==> src/rtl/metaballs_pkg.sv <==
// Shared screen geometry, coordinate width and sequencer state encoding
// for the metaball position and pixel stages.
package metaballs_pkg;

  localparam int unsigned SCREEN_WIDTH  = 800;
  localparam int unsigned SCREEN_HEIGHT = 600;
  localparam int unsigned BALL_DIM      = 25;
  localparam int unsigned COORD_W       = 10;

  localparam logic [COORD_W-1:0] MAX_X = COORD_W'(SCREEN_WIDTH - BALL_DIM);
  localparam logic [COORD_W-1:0] MAX_Y = COORD_W'(SCREEN_HEIGHT - BALL_DIM);

  typedef enum logic {
    IDLE,
    UPDATE
  } seq_state_t;

endpackage

==> src/rtl/ball_axis_step.sv <==
// One-axis bounce step: moves pos by speed toward the current direction,
// clamping to [0, max_pos] and reversing direction at either wall.
module ball_axis_step
  import metaballs_pkg::*;
(
  input  logic [COORD_W-1:0] pos,
  input  logic               dir,
  input  logic [COORD_W-1:0] speed,
  input  logic [COORD_W-1:0] max_pos,
  output logic [COORD_W-1:0] next_pos,
  output logic               next_dir
);

  logic [COORD_W:0] sum;

  always_comb begin
    sum      = {1'b0, pos} + {1'b0, speed};
    next_pos = pos;
    next_dir = dir;
    if (dir) begin
      if (sum >= {1'b0, max_pos}) begin
        next_pos = max_pos;
        next_dir = 1'b0;
      end else begin
        next_pos = sum[COORD_W-1:0];
      end
    end else begin
      if (pos <= speed) begin
        next_pos = '0;
        next_dir = 1'b1;
      end else begin
        next_pos = pos - speed;
      end
    end
  end

endmodule

==> src/rtl/ball_motion.sv <==
// Ball position engine: on each v_sync falling edge, walks all balls one per
// clock and advances them, exposing stable packed coordinates to the pixel stage.
module ball_motion
  import metaballs_pkg::*;
#(
  parameter int unsigned                     NUM_BALLS  = 2,
  parameter int unsigned                     BALL_SPEED = 5,
  parameter logic [COORD_W*NUM_BALLS-1:0]    INIT_X     = {10'd50, 10'd150},
  parameter logic [COORD_W*NUM_BALLS-1:0]    INIT_Y     = {10'd250, 10'd100}
) (
  input  logic                         clk_50mhz,
  input  logic                         reset_n,
  input  logic                         v_sync,
  input  logic                         enable,
  output logic [COORD_W*NUM_BALLS-1:0] ball_x,
  output logic [COORD_W*NUM_BALLS-1:0] ball_y,
  output logic                         update_busy,
  output logic                         update_done,
  output logic                         overrun,
  output logic [15:0]                  frame_count
);

  localparam int unsigned IDX_W = (NUM_BALLS > 1) ? $clog2(NUM_BALLS) : 1;
  localparam logic [IDX_W-1:0]   LAST_IDX = IDX_W'(NUM_BALLS - 1);
  localparam logic [COORD_W-1:0] SPEED    = COORD_W'(BALL_SPEED);

  if (NUM_BALLS < 1 || NUM_BALLS > 16) begin : g_bad_num
    $error("ball_motion: NUM_BALLS must be 1..16");
  end
  if (BALL_SPEED >= 575) begin : g_bad_speed
    $error("ball_motion: BALL_SPEED must be below 575");
  end

  seq_state_t       state, state_n;
  logic [IDX_W-1:0] idx, idx_n;
  logic             busy_n, done_n;
  logic             v_sync_q;
  logic             tick;

  logic [COORD_W-1:0] pos_x [NUM_BALLS];
  logic [COORD_W-1:0] pos_y [NUM_BALLS];
  logic               vx    [NUM_BALLS];
  logic               vy    [NUM_BALLS];

  logic [COORD_W-1:0] nx, ny;
  logic               nvx, nvy;

  for (genvar g = 0; g < NUM_BALLS; g++) begin : g_ball
    if (INIT_X[COORD_W*g +: COORD_W] > MAX_X || INIT_Y[COORD_W*g +: COORD_W] > MAX_Y) begin : g_bad_init
      $error("ball_motion: INIT position beyond axis maximum");
    end
    assign ball_x[COORD_W*g +: COORD_W] = pos_x[g];
    assign ball_y[COORD_W*g +: COORD_W] = pos_y[g];
  end

  assign tick = v_sync_q & ~v_sync;

  ball_axis_step u_step_x (
    .pos      (pos_x[idx]),
    .dir      (vx[idx]),
    .speed    (SPEED),
    .max_pos  (MAX_X),
    .next_pos (nx),
    .next_dir (nvx)
  );

  ball_axis_step u_step_y (
    .pos      (pos_y[idx]),
    .dir      (vy[idx]),
    .speed    (SPEED),
    .max_pos  (MAX_Y),
    .next_pos (ny),
    .next_dir (nvy)
  );

  always_comb begin
    state_n = state;
    idx_n   = idx;
    busy_n  = update_busy;
    done_n  = 1'b0;
    case (state)
      IDLE: begin
        if (tick && enable) begin
          state_n = UPDATE;
          idx_n   = '0;
          busy_n  = 1'b1;
        end
      end
      UPDATE: begin
        if (idx == LAST_IDX) begin
          state_n = IDLE;
          busy_n  = 1'b0;
          done_n  = 1'b1;
        end else begin
          idx_n = idx + 1'b1;
        end
      end
      default: state_n = IDLE;
    endcase
  end

  // v_sync_q resets high so a low v_sync at release is not seen as a tick
  always_ff @(posedge clk_50mhz or negedge reset_n) begin
    if (!reset_n) begin
      state       <= IDLE;
      idx         <= '0;
      update_busy <= 1'b0;
      update_done <= 1'b0;
      overrun     <= 1'b0;
      frame_count <= '0;
      v_sync_q    <= 1'b1;
    end else begin
      state       <= state_n;
      idx         <= idx_n;
      update_busy <= busy_n;
      update_done <= done_n;
      v_sync_q    <= v_sync;
      if (tick) begin
        frame_count <= frame_count + 1'b1;
      end
      if (tick && state == UPDATE) begin
        overrun <= 1'b1;
      end
    end
  end

  always_ff @(posedge clk_50mhz or negedge reset_n) begin
    if (!reset_n) begin
      for (int unsigned i = 0; i < NUM_BALLS; i++) begin
        pos_x[i] <= INIT_X[COORD_W*i +: COORD_W];
        pos_y[i] <= INIT_Y[COORD_W*i +: COORD_W];
        vx[i]    <= 1'b1;
        vy[i]    <= 1'b1;
      end
    end else if (state == UPDATE) begin
      pos_x[idx] <= nx;
      pos_y[idx] <= ny;
      vx[idx]    <= nvx;
      vy[idx]    <= nvy;
    end
  end

endmodule

==> config.mk <==
export PLATFORM = sky130hd
export DESIGN_NAME = ball_motion
export DESIGN_NICKNAME = d
export VERILOG_FILES = /design/src/rtl/metaballs_pkg.sv /design/src/rtl/ball_axis_step.sv /design/src/rtl/ball_motion.sv
export SDC_FILE = /design/constraint.sdc
export NUM_CORES = 1
export LEC_CHECK = 0
export CAP_MARGIN = 20
export CORE_MARGIN = 2
export CORE_UTILIZATION = 52
export CTS_BUF_LIST = sky130_fd_sc_hd__clkbuf_2 sky130_fd_sc_hd__clkbuf_4 sky130_fd_sc_hd__clkbuf_8
export DETAILED_ROUTE_END_ITERATION = 8
export PLACE_DENSITY = 0.8
export SLEW_MARGIN = 20
export SYNTH_ARGS = -nofsm -noshare
export SYNTH_HDL_FRONTEND = slang
export SYNTH_SLANG_ARGS = --single-unit
==> constraint.sdc <==
create_clock -name clk_50mhz -period 3.3 [get_ports clk_50mhz]
set_input_delay 0.495 -clock clk_50mhz [delete_from_list [all_inputs] [get_ports clk_50mhz]]
set_output_delay 0.495 -clock clk_50mhz [all_outputs]
set_load 0.02 [all_outputs]
==> flow_metrics.py, run 1 <==
metrics = {
    "synth": {
        "netlist_top_cells_area": "dfrtp_1 25%, dfstp_2 12%, nand2_1 5.2%, mux2i_1 4.9%, o21ai_0 4.7%",
        "synth_edf_count": 0,
        "ys_seq_elements": 66,
        "syn_inst": 513,
        "syn-num-nets": 526,
        "syn_area_um2": 4500,
        "yosys_warnings": 0,
        "ys.flop_type": "dfrtp_1",
        "synthDominantCellAreaShare_pct": 25.0,
        "yosysUniqueCellTypes": 64,
        "ys_seq_area_share_pct": 37.3,
        "synthArstFlopShare_pct": 100,
        "syn_area_per_cell_um2": 8.78,
        "yosys.area.top_type": "dfrtp_1",
    },
    "placement": {
        "io_buffers": 62,
        "place.gp.congestion": 1.00,
        "hpwl_mm": 8.96,
        "dp_slack_ns": 0.0806,
    },
    "timing": {
        "fin_ws_ns": 0.214,
        "drv_slew": 0,
        "tns_ns": 0,
        "post-route-period-util_pct": 93.5,
        "worst_pin_slew_ns": 0.800,
        "fin_crit_ns": 3.09,
        "grt_setup_unrepaired": "false",
        "setup-violations-final": 0,
        "skew_ns": 0.0124,
        "hold_viol": 0,
        "relSlewSlack_pct": 45.3,
        "fmax_mhz": 324,
    },
    "clocking": {
        "postCtsHoldBufs": 0,
        "cts_sinks": 66,
        "cts_tree": "built",
        "clkTransAtPathRegs_ns": 0.09,
        "clk_latency_ns": 0.35,
        "root_buffer": "clkbuf_8",
        "htree_levels": 3,
        "cts_buffer_depth": 2,
        "numCtsBuffers": 9,
    },
    "final_layout": {
        "seq_area_um2": 1680,
        "multi_input_area_um2": 2690,
        "nets": 603,
        "fill_cells": 661,
        "area_delta_synth_final_pct": 24.6,
        "final_layout_size_suffix_gt1_share_pct": 16.0,
        "antenna_cells": 0,
    },
    "global_routing": {
        "first_global_vias": 3987,
        "grt_pass1_wl_mm": 20.3,
        "grt_max_degree": 30,
        "grtUsageTotal_pct": 26.2,
        "overflow": 0,
        "antenna_found_initial": 0,
    },
    "power": {
        "p_leak_nw": 2.29,
        "vdd_drop_max_v": 0.000530,
        "power.density_nw_per_um2": 1030,
    },
    "status": {
        "status": "complete, no violations",
    },
    "worst_setup_path": {
        "critPathLaunchType": "flip-flop",
        "worstPathArrival_ns": 3.30,
        "cp-end-kind": "flip-flop",
        "required_ns": 3.52,
        "cp_max_fo": 15,
        "worstSetupPathType": "flip-flop to flip-flop",
    },
    "routing": {
        "avgRoutedWirePerCell_um": 17.6,
        "drtAntennaViolNets": 0,
        "drc_errors": 0,
        "first_pass_iters": 5,
        "wl_mm": 12.3,
        "vias_per_cell": 6.20,
        "first_iter_violations": 343,
        "vias": 4338,
    },
    "die": {
        "num_rows": 33,
        "start_util_pct": 54.2,
        "io_pins": 63,
        "core_area_um2": 8300,
        "die_y_um": 97.0,
        "chipWidth_um": 97.0,
        "die-area_um2": 9420,
    },
    "flow_run": {
        "max-cap-violations": 0,
    },
    "min_path": {
        "min_path_type": "input port to asynchronous set/reset pin",
    },
}
==> per-layer routing <==
layer | up-vias | part of all wire, % | track usage (%)
met2 | 186 | 47 | 40.1
met5 | - | 0 | 0
met1 | 2112 | 45 | 38.1
li1 | 2022 | - | -
met4 | 0 | 1.6 | 8.67
met3 | 18 | 6.5 | 4.05
==> registers in the layout (all words and copies together) (netlist names) <==
name / cells
ball_x: 20
ball_y: 20
frame_count: 16
vx: 2
vy: 2
idx: 1
overrun: 1
state: 1
update_busy: 1
update_done: 1
v_sync_q: 1
==> cell type report <==
| type | instances | area share, % |
|---|---|---|
| inverter | 9 | 0.602 |
| clock inverter | 7 | 2.23 |
| tap | 105 | 2.34 |
| timing repair buffer | 90 | 14.7 |
| multi-input combinational | 414 | 48.0 |
| clock buffer | 9 | 2.21 |
| sequential | 66 | 29.9 |
==> worst max-delay path, stage by stage (launching register included) <==
cell	delay, ns
dfrtp_2	0.43
buf_4	0.18
buf_4	0.21
nor2b_1	0.18
a211oi_1	0.59
nand3_1	0.18
xor2_1	0.19
a21boi_2	0.19
buf_4	0.19
o41ai_1	0.47
o311ai_1	0.14
==> timing repair <==
action / 4_1_cts / 5_1_grt
gates resized for setup: 0 / 4
buffers inserted: 0 / 2
setup endpoints to repair: 0 / 23
==> report_power, final <==
group / internal, W / switching (W) / total, W
Sequential: 0.00114 / 0.000430 / 0.00157
Clock: 0.000510 / 0.000351 / 0.000861
Combinational: 0.00147 / 0.00188 / 0.00335
Total: 0.00311 / 0.00266 / 0.00578
==> per-stage QoR <==
step / hold WS (ns) / std cells / instance area [um2] / power [W] / utilization, %
finish: 0.0619 / 700 / 5610 / 0.00578 / 67.6
detailed placement: 0.440 / 682 / 5330 / 0.00482 / 64.2
CTS: 0.0531 / 698 / 5580 / 0.00571 / 67.2
floorplan: 0.199 / 513 / 4530 / 0.00363 / -
global route: 0.0736 / 700 / 5610 / 0.00617 / 67.6
global placement: 0.432 / 682 / 5330 / 0.00476 / 64.2
==> placed cells by master, fill, tap and decap left out, drive strengths merged, types with 6 or more instances in the layout <==
cell and instances:
a211oi 11, a21oi 28, buf 29, clkbuf 9, clkdlybuf4s50 61, dfrtp 45
dfstp 21, ha 9, inv 10, mux2 11, mux2i 23, nand2 62
nand3 14, nand4 6, nor2 48, nor2b 6, nor3 20, o21ai 49
o311ai 7, or3 6, xnor2 20, xor2 15
==> final timing paths <==
check                                    startpoint                      to  slack, ns  cells past startpoint
worst max-delay path                idx$_DFFE_PN0P_  ball_y[12]$_DFFE_PN0P_       0.21                     10
worst min-delay path                        reset_n   ball_y[7]$_DFFE_PN0P_       0.06                      1
worst max register to register      idx$_DFFE_PN0P_  ball_y[12]$_DFFE_PN0P_       0.21                     10
worst min register to register  overrun$_DFFE_PN0P_     overrun$_DFFE_PN0P_       0.46                      1
max in group asynchronous                   reset_n      v_sync_q$_DFF_PN1_       2.48                      2
min in group clk_50mhz          overrun$_DFFE_PN0P_     overrun$_DFFE_PN0P_       0.46                      1
==> Yosys cell counts, types with 5 or more instances <==
cell	instances
o21ai_0	42
nand2_1	62
nor2b_1	5
nor3_1	20
ha_1	9
inv_1	8
and3_1	5
xnor2_1	20
a211oi_1	8
a21oi_1	28
and2_1	5
nor2_1	47
nand2b_1	5
nand4_1	6
dfrtp_1	45
nor4_1	5
dfstp_2	21
or3_1	6
mux2_2	10
o21ai_1	6
o22ai_1	5
nand3_1	14
buf_2	6
o311ai_1	5
clkbuf_1	12
nor3b_1	5
xor2_1	15
mux2i_1	22
==> cells by family (layout without fill, tap and decap cells) <==
| group | count (synthesis) | after routing | share of synthesized area [%] |
|---|---|---|---|
| muxes | 34 | 34 | 8.03 |
| AOI/OAI and AO/OA | 141 | 141 | 21.0 |
| DFF | 66 | 66 | 37.3 |
| adders and majority gates | 9 | 9 | 2.50 |
| buffers and inverters | 33 | 115 | 3.75 |
| xor gates and xnor gates | 35 | 35 | 6.81 |
| and+or+nand+nor | 195 | 195 | 20.7 |
Power figures use the tool's default switching activity.
==> run 2, diff against run 1 <==
Settings changed: CORE_ASPECT_RATIO from default to 0.9, MAX_ROUTING_LAYER from default to met4.
==> run 2 against run 1 <==
Effect of this change: sequential cell count stayed put; hold slack better by 0.23 ns; via count hardly changed; cell area is 0.51% lower; clock power is 18% lower; clock-buffer cell count is 1 higher; combinational power hardly changed; first-iteration DRC count is 24% lower; sequential share of layout area is 0.15 points higher; maximum frequency is 0.83% lower; critical path type unchanged; non-clock buffer count is 2 higher; largest power group unchanged.
==> flow_metrics.py, run 2 (synthesis gave the netlist of run 1 again) <==
metrics = {
    "status": {
        "status": "complete, no violations",
    },
    "clocking": {
        "cts_buffer_depth": 2,
        "numCtsBuffers": 9,
        "cts_tree": "built",
        "htree_levels": 3,
        "cts_sinks": 66,
        "clk_latency_ns": 0.35,
        "clkTransAtPathRegs_ns": 0.08,
        "root_buffer": "clkbuf_8",
    },
    "final_layout": {
        "multi_input_area_um2": 2670,
        "fill_cells": 741,
        "final_common_cell": "nand2_1",
        "nets": 605,
        "fin_util_pct": 65.7,
        "layout_common_cells": "62 x nand2_1, 61 x clkdlybuf4s50_1, 47 x nor2_1, 44 x dfrtp_1, 42 x o21ai_0",
        "area_delta_synth_final_pct": 24.0,
        "final_layout_size_suffix_gt1_share_pct": 16.1,
        "stdcell_count": 716,
        "antenna_cells": 0,
        "seq_area_um2": 1680,
    },
    "power": {
        "vdd_drop_max_v": 0.000646,
        "power.density_nw_per_um2": 1010,
        "p_leak_nw": 2.28,
    },
    "placement": {
        "dp_slack_ns": 0.126,
        "hpwl_mm": 9.64,
        "dp_cells": 698,
        "io_buffers": 62,
        "place.gp.congestion": 0.965,
    },
    "global_routing": {
        "overflow": 0,
        "first_global_vias": 4090,
        "antenna_found_initial": 0,
        "gr-usage-met3_pct": 4.57,
        "grt_pass1_wl_mm": 21.3,
        "use_met1_pct": 39.7,
        "grt_use_met2_pct": 47.1,
        "busiest_layer": "met2",
        "grt_max_degree": 45,
        "grtUsageTotal_pct": 29.9,
    },
    "timing": {
        "worst_pin_slew_ns": 0.997,
        "fin_crit_ns": 3.11,
        "fin_ws_ns": 0.188,
        "setup-violations-final": 0,
        "skew_ns": 0.0133,
        "hold_viol": 0,
        "post-route-period-util_pct": 94.3,
        "tns_ns": 0,
        "relSlewSlack_pct": 33.5,
        "drv_slew": 0,
        "grt_setup_unrepaired": "false",
        "fmax_mhz": 321,
    },
    "worst_setup_path": {
        "cp-end-kind": "flip-flop",
        "cp_max_fo": 37,
        "critPathLaunchType": "flip-flop",
        "regToRegSetupSlack_ns": 0.19,
        "required_ns": 3.56,
        "worstPathArrival_ns": 3.38,
        "worstSetupPathType": "flip-flop to flip-flop",
    },
    "die": {
        "chipWidth_um": 102,
        "start_util_pct": 53.0,
        "num_rows": 32,
        "core_area_um2": 8490,
        "io_pins": 63,
        "die_y_um": 92.3,
        "die-area_um2": 9420,
    },
    "flow_run": {
        "max-cap-violations": 0,
    },
    "routing": {
        "first_pass_iters": 4,
        "drtAntennaViolNets": 0,
        "drc_errors": 0,
        "wl_mm": 13.2,
        "vias_per_cell": 6.06,
        "first_iter_violations": 259,
        "vias": 4339,
        "avgRoutedWirePerCell_um": 18.4,
    },
    "min_path": {
        "min_path_type": "input port to asynchronous set/reset pin",
    },
}
[run 2: changes by cell type in the layout (fill, tap and decap cells not counted), moves of 2 or more]
cell       previous run  this run
inv_6                 2         0
bufinv_16             3         1
buf_4                28        30
clkinv_2              0         2
[run 2: worst paths after layout]
kind                                      from                      to  cells after the start
min in group clk_50mhz     overrun$_DFFE_PN0P_     overrun$_DFFE_PN0P_                      1
min                                    reset_n  ball_y[12]$_DFFE_PN0P_                      1
max in group asynchronous              reset_n  ball_x[15]$_DFFE_PN1P_                      2
min reg2reg                overrun$_DFFE_PN0P_     overrun$_DFFE_PN0P_                      1
max                            idx$_DFFE_PN0P_  ball_x[16]$_DFFE_PN0P_                      8
max reg2reg                    idx$_DFFE_PN0P_  ball_x[16]$_DFFE_PN0P_                      8
[run 2: critical path, cell delays in order (launching register included)]
cell and delay [ns]:
dfrtp_2 0.47, buf_4 0.42, mux2i_1 0.28, a211o_1 0.36
o32ai_2 0.30, nand4b_1 0.21, o32a_1 0.44, o221a_1 0.31
a211oi_2 0.22
[run 2: final cells by class]
type | instances | share of cell area (%)
multi-input combinational | 414 | 47.9
timing repair buffer | 92 | 15.1
clock buffer | 10 | 2.47
tap | 119 | 2.67
sequential | 66 | 30.1
clock inverter | 6 | 1.19
inverter | 9 | 0.605
[run 2: metrics by stage]
step           power [W]  hold slack, ns  area [um2]
2_1_floorplan    0.00363           0.199        4530
6_report         0.00566           0.288        5580
5_1_grt          0.00603           0.373        5580
3_5_place_dp     0.00489           0.455        5360
3_3_place_gp     0.00485           0.443        5360
4_1_cts          0.00562           0.316        5570
[run 2: where the power goes]
group          switching, W  leakage (nW)  internal (W)  total (W)
clock              0.000339         0.106      0.000371   0.000709
combinational       0.00190          1.39       0.00147    0.00338
sequential         0.000434         0.785       0.00114    0.00157
[run 2: repair_timing]
action,in CTS,in global routing
hold buffers,0,0
setup buffers,0,2
endpoints found under the setup margin,0,10
gates resized for setup,0,0
hold endpoints to repair,0,0
[run 2: per-layer routing]
metal / part of all wire [%] / wire, um
met3: 8.1 / 1060
met4: 2.5 / 330
met2: 47 / 6240
met1: 42 / 5560
met5: 0 / 0
==> variant 1, RTL diff (flow settings as in run 2) <==
Register the output `ball_x`, with the module's reset; this adds one clock of latency there. The other outputs are not delayed to match.
--- a/src/rtl/ball_motion.sv
+++ b/src/rtl/ball_motion.sv
@@ -24,6 +24,8 @@
   localparam logic [IDX_W-1:0]   LAST_IDX = IDX_W'(NUM_BALLS - 1);
   localparam logic [COORD_W-1:0] SPEED    = COORD_W'(BALL_SPEED);
 
+  logic [COORD_W*NUM_BALLS-1:0] ball_x_d;
+
   if (NUM_BALLS < 1 || NUM_BALLS > 16) begin : g_bad_num
     $error("ball_motion: NUM_BALLS must be 1..16");
   end
@@ -49,7 +51,7 @@
     if (INIT_X[COORD_W*g +: COORD_W] > MAX_X || INIT_Y[COORD_W*g +: COORD_W] > MAX_Y) begin : g_bad_init
       $error("ball_motion: INIT position beyond axis maximum");
     end
-    assign ball_x[COORD_W*g +: COORD_W] = pos_x[g];
+    assign ball_x_d[COORD_W*g +: COORD_W] = pos_x[g];
     assign ball_y[COORD_W*g +: COORD_W] = pos_y[g];
   end
 
@@ -140,5 +142,13 @@
     end
   end
 
+  always_ff @(posedge clk_50mhz or negedge reset_n) begin
+    if (!reset_n) begin
+      ball_x <= '0;
+    end else begin
+      ball_x <= ball_x_d;
+    end
+  end
+
 endmodule
 
Function: changed (a bounded check fails within 4 cycles, from zero or initial values and one cycle with reset_n low).
==> variant 1 against run 2 <==
Die area rose by 6.3%; via count fell by 2.9%; global-route usage fell by 3.5 points; final cell count fell by 0.70%; cell area rose by 6.0%; sequential cell count rose by 20; clock power rose by 11%; setup slack improved by 96 ps; utilization fell by 0.31 points; hold slack got worse by 110 ps; power fell by 6.4%; synthesized area rose by 6.6%; wire length fell by 8.0%; critical endpoint is now ball_x_d[17]$_DFFE_PN0P_; largest cell class unchanged; largest power group unchanged; highest routed layer unchanged.
==> variant 1: results <==
group,metric,value,unit
cts,deepest_level_of_the_cts_h_tree,3,
final_layout,final-nonclk-buf-share,13.6,%
pwr,intPower,2.99,mW
pwr,tot_pwr,5.29,mW
routing,vias,4215,
yosys,netlist-cell-type-count,61,
outcome,outcome,"complete, no violations",
final_layout,multi_input_area_share,42.7,%
pwr,powerClk,0.787,mW
timing,clk_skew,13.2,ps
place,routabilityCongestion,0.932,
yosys,synth_xor_area_share,4.93,%
yosys,synth.area.top_cells,"dfrtp_1 (34%), dfstp_2 (11%), o21ai_0 (4.8%)",
grt,grtUsageMet2,41.7,%
final_layout,share_of_the_core_filled_with_cells_in_the_final_layout,65.4,%
final_layout,fill_cells,713,
routing,first_iter_violations,141,
yosys,compound_gate_portion_of_the_synthesized_area,20.3,%
critical_path,cp_max_fo,18,
final_layout,comb_multi_in,391,
final_layout,flops_and_latches,86,
grt,grt.met1_usage,34.0,%
yosys,postSynthAreaPerCell,9.41,um^2
final_layout,nonClockBufferCount,86,
routing,drt-met1-wl,5.49,mm
final_layout,layout.nets,597,
grt,grt_met3_usage,4.92,%
place,post_dp_hpwl,8.64,mm
grt,initial_antenna_violation_count,0,
die,die_area,10000,um^2
pwr,share_comb_of_total_power,51.1,%
routing,dr_wl_met2,5.68,mm
yosys,post_synth_fa_ha_maj_area_fraction,2.35,%
grt,groute.usage.overall,26.4,%
routing,post_drt_via_cell_ratio,5.93,
final_layout,inverters,10,
critical_path,cp_slowest_stage_delay,500,ps
grt,grt_pass1_wl,20.3,mm
timing,tightestPinTransition,755,ps
final_layout,share_of_post_route_cells_with_drive_strength_above_1,15.1,%
pwr,leakagePower,2.46,nW
place,place_inst,695,
routing,drt-total-wl,12.1,mm
final_layout,area_taken_by_flip_flops_and_latches,2180,um^2
pwr,peakVddDrop,0.453,mV
place,place_worst_setup_slack,194,ps
yosys,synth-seq-area-share,45.4,%
routing,met3_wirelength,787,um
grt,grt_pass1_vias,4086,
critical_path,timing.critical_path.arrival,3300,ps
place,placed_cell_area,5690,um^2
routing,firstDrtPassIters,5,
yosys,syn_nets,523,
variant 1: changes by cell type after synthesis, moves of 4 or more:
cell      delta
nor2_1       -6
or3_1        -4
dfrtp_1     +20
o21ai_1      -5
o311ai_1     -5
xor2_1       -8
a21oi_1     +12
o21ai_0      +4
a22o_1       -4
a31oi_1      +4
nor3_1       -9
variant 1: worst paths after layout:
check                                   startpoint                           to  slack (ps)  cells past startpoint
hold reg to reg            ball_x_d[8]$_DFFE_PN0P_          ball_x[8]$_DFF_PN0_         440                      0
setup reg to reg                   idx$_DFFE_PN0P_     ball_x_d[17]$_DFFE_PN0P_         280                      9
hold / removal                             reset_n  frame_count[13]$_DFFE_PN0P_         180                      1
setup / recovery                   idx$_DFFE_PN0P_     ball_x_d[17]$_DFFE_PN0P_         280                      9
max in group asynchronous                  reset_n              idx$_DFFE_PN0P_        2570                      1
min in group clk_50mhz     ball_x_d[8]$_DFFE_PN0P_          ball_x[8]$_DFF_PN0_         440                      0
==> variant 2, RTL diff (settings of run 2) <==
Without the edit above. The parameter `NUM_BALLS` goes from 2 to 4.
--- a/src/rtl/ball_motion.sv
+++ b/src/rtl/ball_motion.sv
@@ -3,7 +3,7 @@
 module ball_motion
   import metaballs_pkg::*;
 #(
-  parameter int unsigned                     NUM_BALLS  = 2,
+  parameter int unsigned                     NUM_BALLS  = 4,
   parameter int unsigned                     BALL_SPEED = 5,
   parameter logic [COORD_W*NUM_BALLS-1:0]    INIT_X     = {10'd50, 10'd150},
   parameter logic [COORD_W*NUM_BALLS-1:0]    INIT_Y     = {10'd250, 10'd100}
Interface: changed (resized ball_x and ball_y); port bits go from 63 to 103. No check against the original RTL was run, so the function may have changed too.
==> variant 2 against run 2 <==
First-iteration DRC count is 56% higher; setup slack worse by 170 ps; synthesized area is 34% higher; cell area is 45% higher; wire length is 28% higher; sequential share of layout area is 4.7 points higher; sequential cell count is 45 higher.
Power is left out: the tool's default activity adds up to more than one toggle a clock period on the data nets, which glitch-free logic cannot reach.
==> variant 2: results <==
group,metric,value,unit
routing,firstDrtPassIters,5,
place,place_worst_setup_slack,-81.4,ps
cts,clk_pin_slew,110,ps
place,numPortBuffers,102,
final_layout,fill_cells,867,
grt,grt_pass1_vias,5256,
critical_path,cp_max_fo,5,
timing,slew_headroom,35.8,%
yosys,netlist_top_cells_count,"nand2_1 (88), dfrtp_1 (86), nor2_1 (39)",
timing,clk_skew,13.2,ps
place,placed_cell_area,7590,um^2
place,post_dp_hpwl,12.2,mm
grt,grt_pass1_wl,27.4,mm
yosys,synth.area.top_cells,"dfrtp_1 (36%), dfstp_2 (11%), mux4_2 (7.8%)",
final_layout,layout.nets,753,
final_layout,share_of_post_route_cells_with_drive_strength_above_1,26.3,%
outcome,outcome,"complete, no violations",
critical_path,rrSetupSlack,20,ps
critical_path,rr_worst_depth,9,
yosys,synth-seq-area-share,46.5,%
routing,first_iter_violations,403,
place,routabilityCongestion,0.969,
grt,pin_count_of_the_biggest_net_entering_global_routing,58,
routing,post_drt_via_cell_ratio,5.85,
yosys,syn_nets,600,
critical_path,timing.critical_path.arrival,3560,ps
grt,groute.usage.overall,28.6,%
final_layout,share_of_the_core_filled_with_cells_in_the_final_layout,71.0,%
cts,worstSkewPairLatency,390,ps
==> variant 2: cell count changes after synthesis, moves of 5 or more <==
cell / before / now
nor3_1: 20 / 9
clkbuf_1: 12 / 18
o21ai_1: 6 / 25
nand3_1: 14 / 9
mux4_2: 0 / 21
mux2i_1: 22 / 4
a211oi_1: 8 / 1
nand2_1: 62 / 88
mux2_2: 10 / 32
nor2_1: 47 / 39
xor2_1: 15 / 7
dfrtp_1: 45 / 86
o21ai_0: 42 / 35
==> variant 2: cell families after synthesis <==
logic type / after synthesis / synth area share (%)
compound gates: 131 / 13.4
xor+xnor: 27 / 3.91
fa+ha+maj: 13 / 2.69
buf+inv: 41 / 3.21
flops: 111 / 46.5
mux: 57 / 14.4
simple gates: 203 / 15.9
==> variant 2: metal layers <==
layer	track usage (%)	vias up	wire length [um]
met5	-	-	0
met4	11.3	0	292
met3	5.20	23	1160
met2	43.7	195	8000
met1	38.4	2631	7410
li1	-	2400	-
==> variant 2: layout make-up <==
cell class                      instances  share of cell area, %
Clock buffer                           12                   1.97
Clock inverter                          4                  0.727
Inverter                               12                  0.557
Multi-Input combinational cell        432                   40.1
Sequential cell                       111                   34.8
Tap cell                              156                   2.41
Timing Repair Buffer                  170                   19.5
==> variant 2: how the worst max path moves through the flow <==
| stage | startpoint | endpoint | slack [ps] | depth (start not counted) |
|---|---|---|---|---|
| after detailed placement | idx[0]$_DFFE_PN0P_ | ball_y[23]$_DFFE_PN0P_ | -80 | 10 |
| after CTS | idx[0]$_DFFE_PN0P_ | ball_y[35]$_DFFE_PN0P_ | 10 | 11 |
| after floorplan | idx[0]$_DFFE_PN0P_ | ball_x[16]$_DFFE_PN0P_ | 40 | 11 |
| after global placement | idx[0]$_DFFE_PN0P_ | ball_x[23]$_DFFE_PN0P_ | -30 | 11 |
| after global routing | idx[0]$_DFFE_PN0P_ | ball_x[6]$_DFFE_PN0P_ | -70 | 9 |
| final | idx[0]$_DFFE_PN0P_ | ball_x[16]$_DFFE_PN0P_ | 20 | 9 |
==> variant 2: through the flow <==
step / hold slack, ps / cells / setup TNS (ps)
2_1_floorplan: 199 / 583 / 0
3_3_place_gp: 439 / 873 / -84.7
3_5_place_dp: 457 / 873 / -666
4_1_cts: 157 / 890 / 0
5_1_grt: 202 / 897 / -948
6_report: 146 / 897 / 0
==> variant 2: worst max-delay path, cell delays in order, from the launching register on <==
cell and delay [ps]:
dfrtp_2 450, mux4_2 580, ha_4 190, o2111a_2 270, or4_4 550, a32oi_4 310
buf_4 200, o221ai_1 110, and2_2 240, mux2_2 260
==> variant 2: what timing repair did <==
action,4_1_cts,5_1_grt
hold endpoints to repair,0,0
gates cloned,0,1
setup buffers,1,6
gates resized for setup,3,37
endpoints found under the setup margin,38,77
pin swaps,0,9
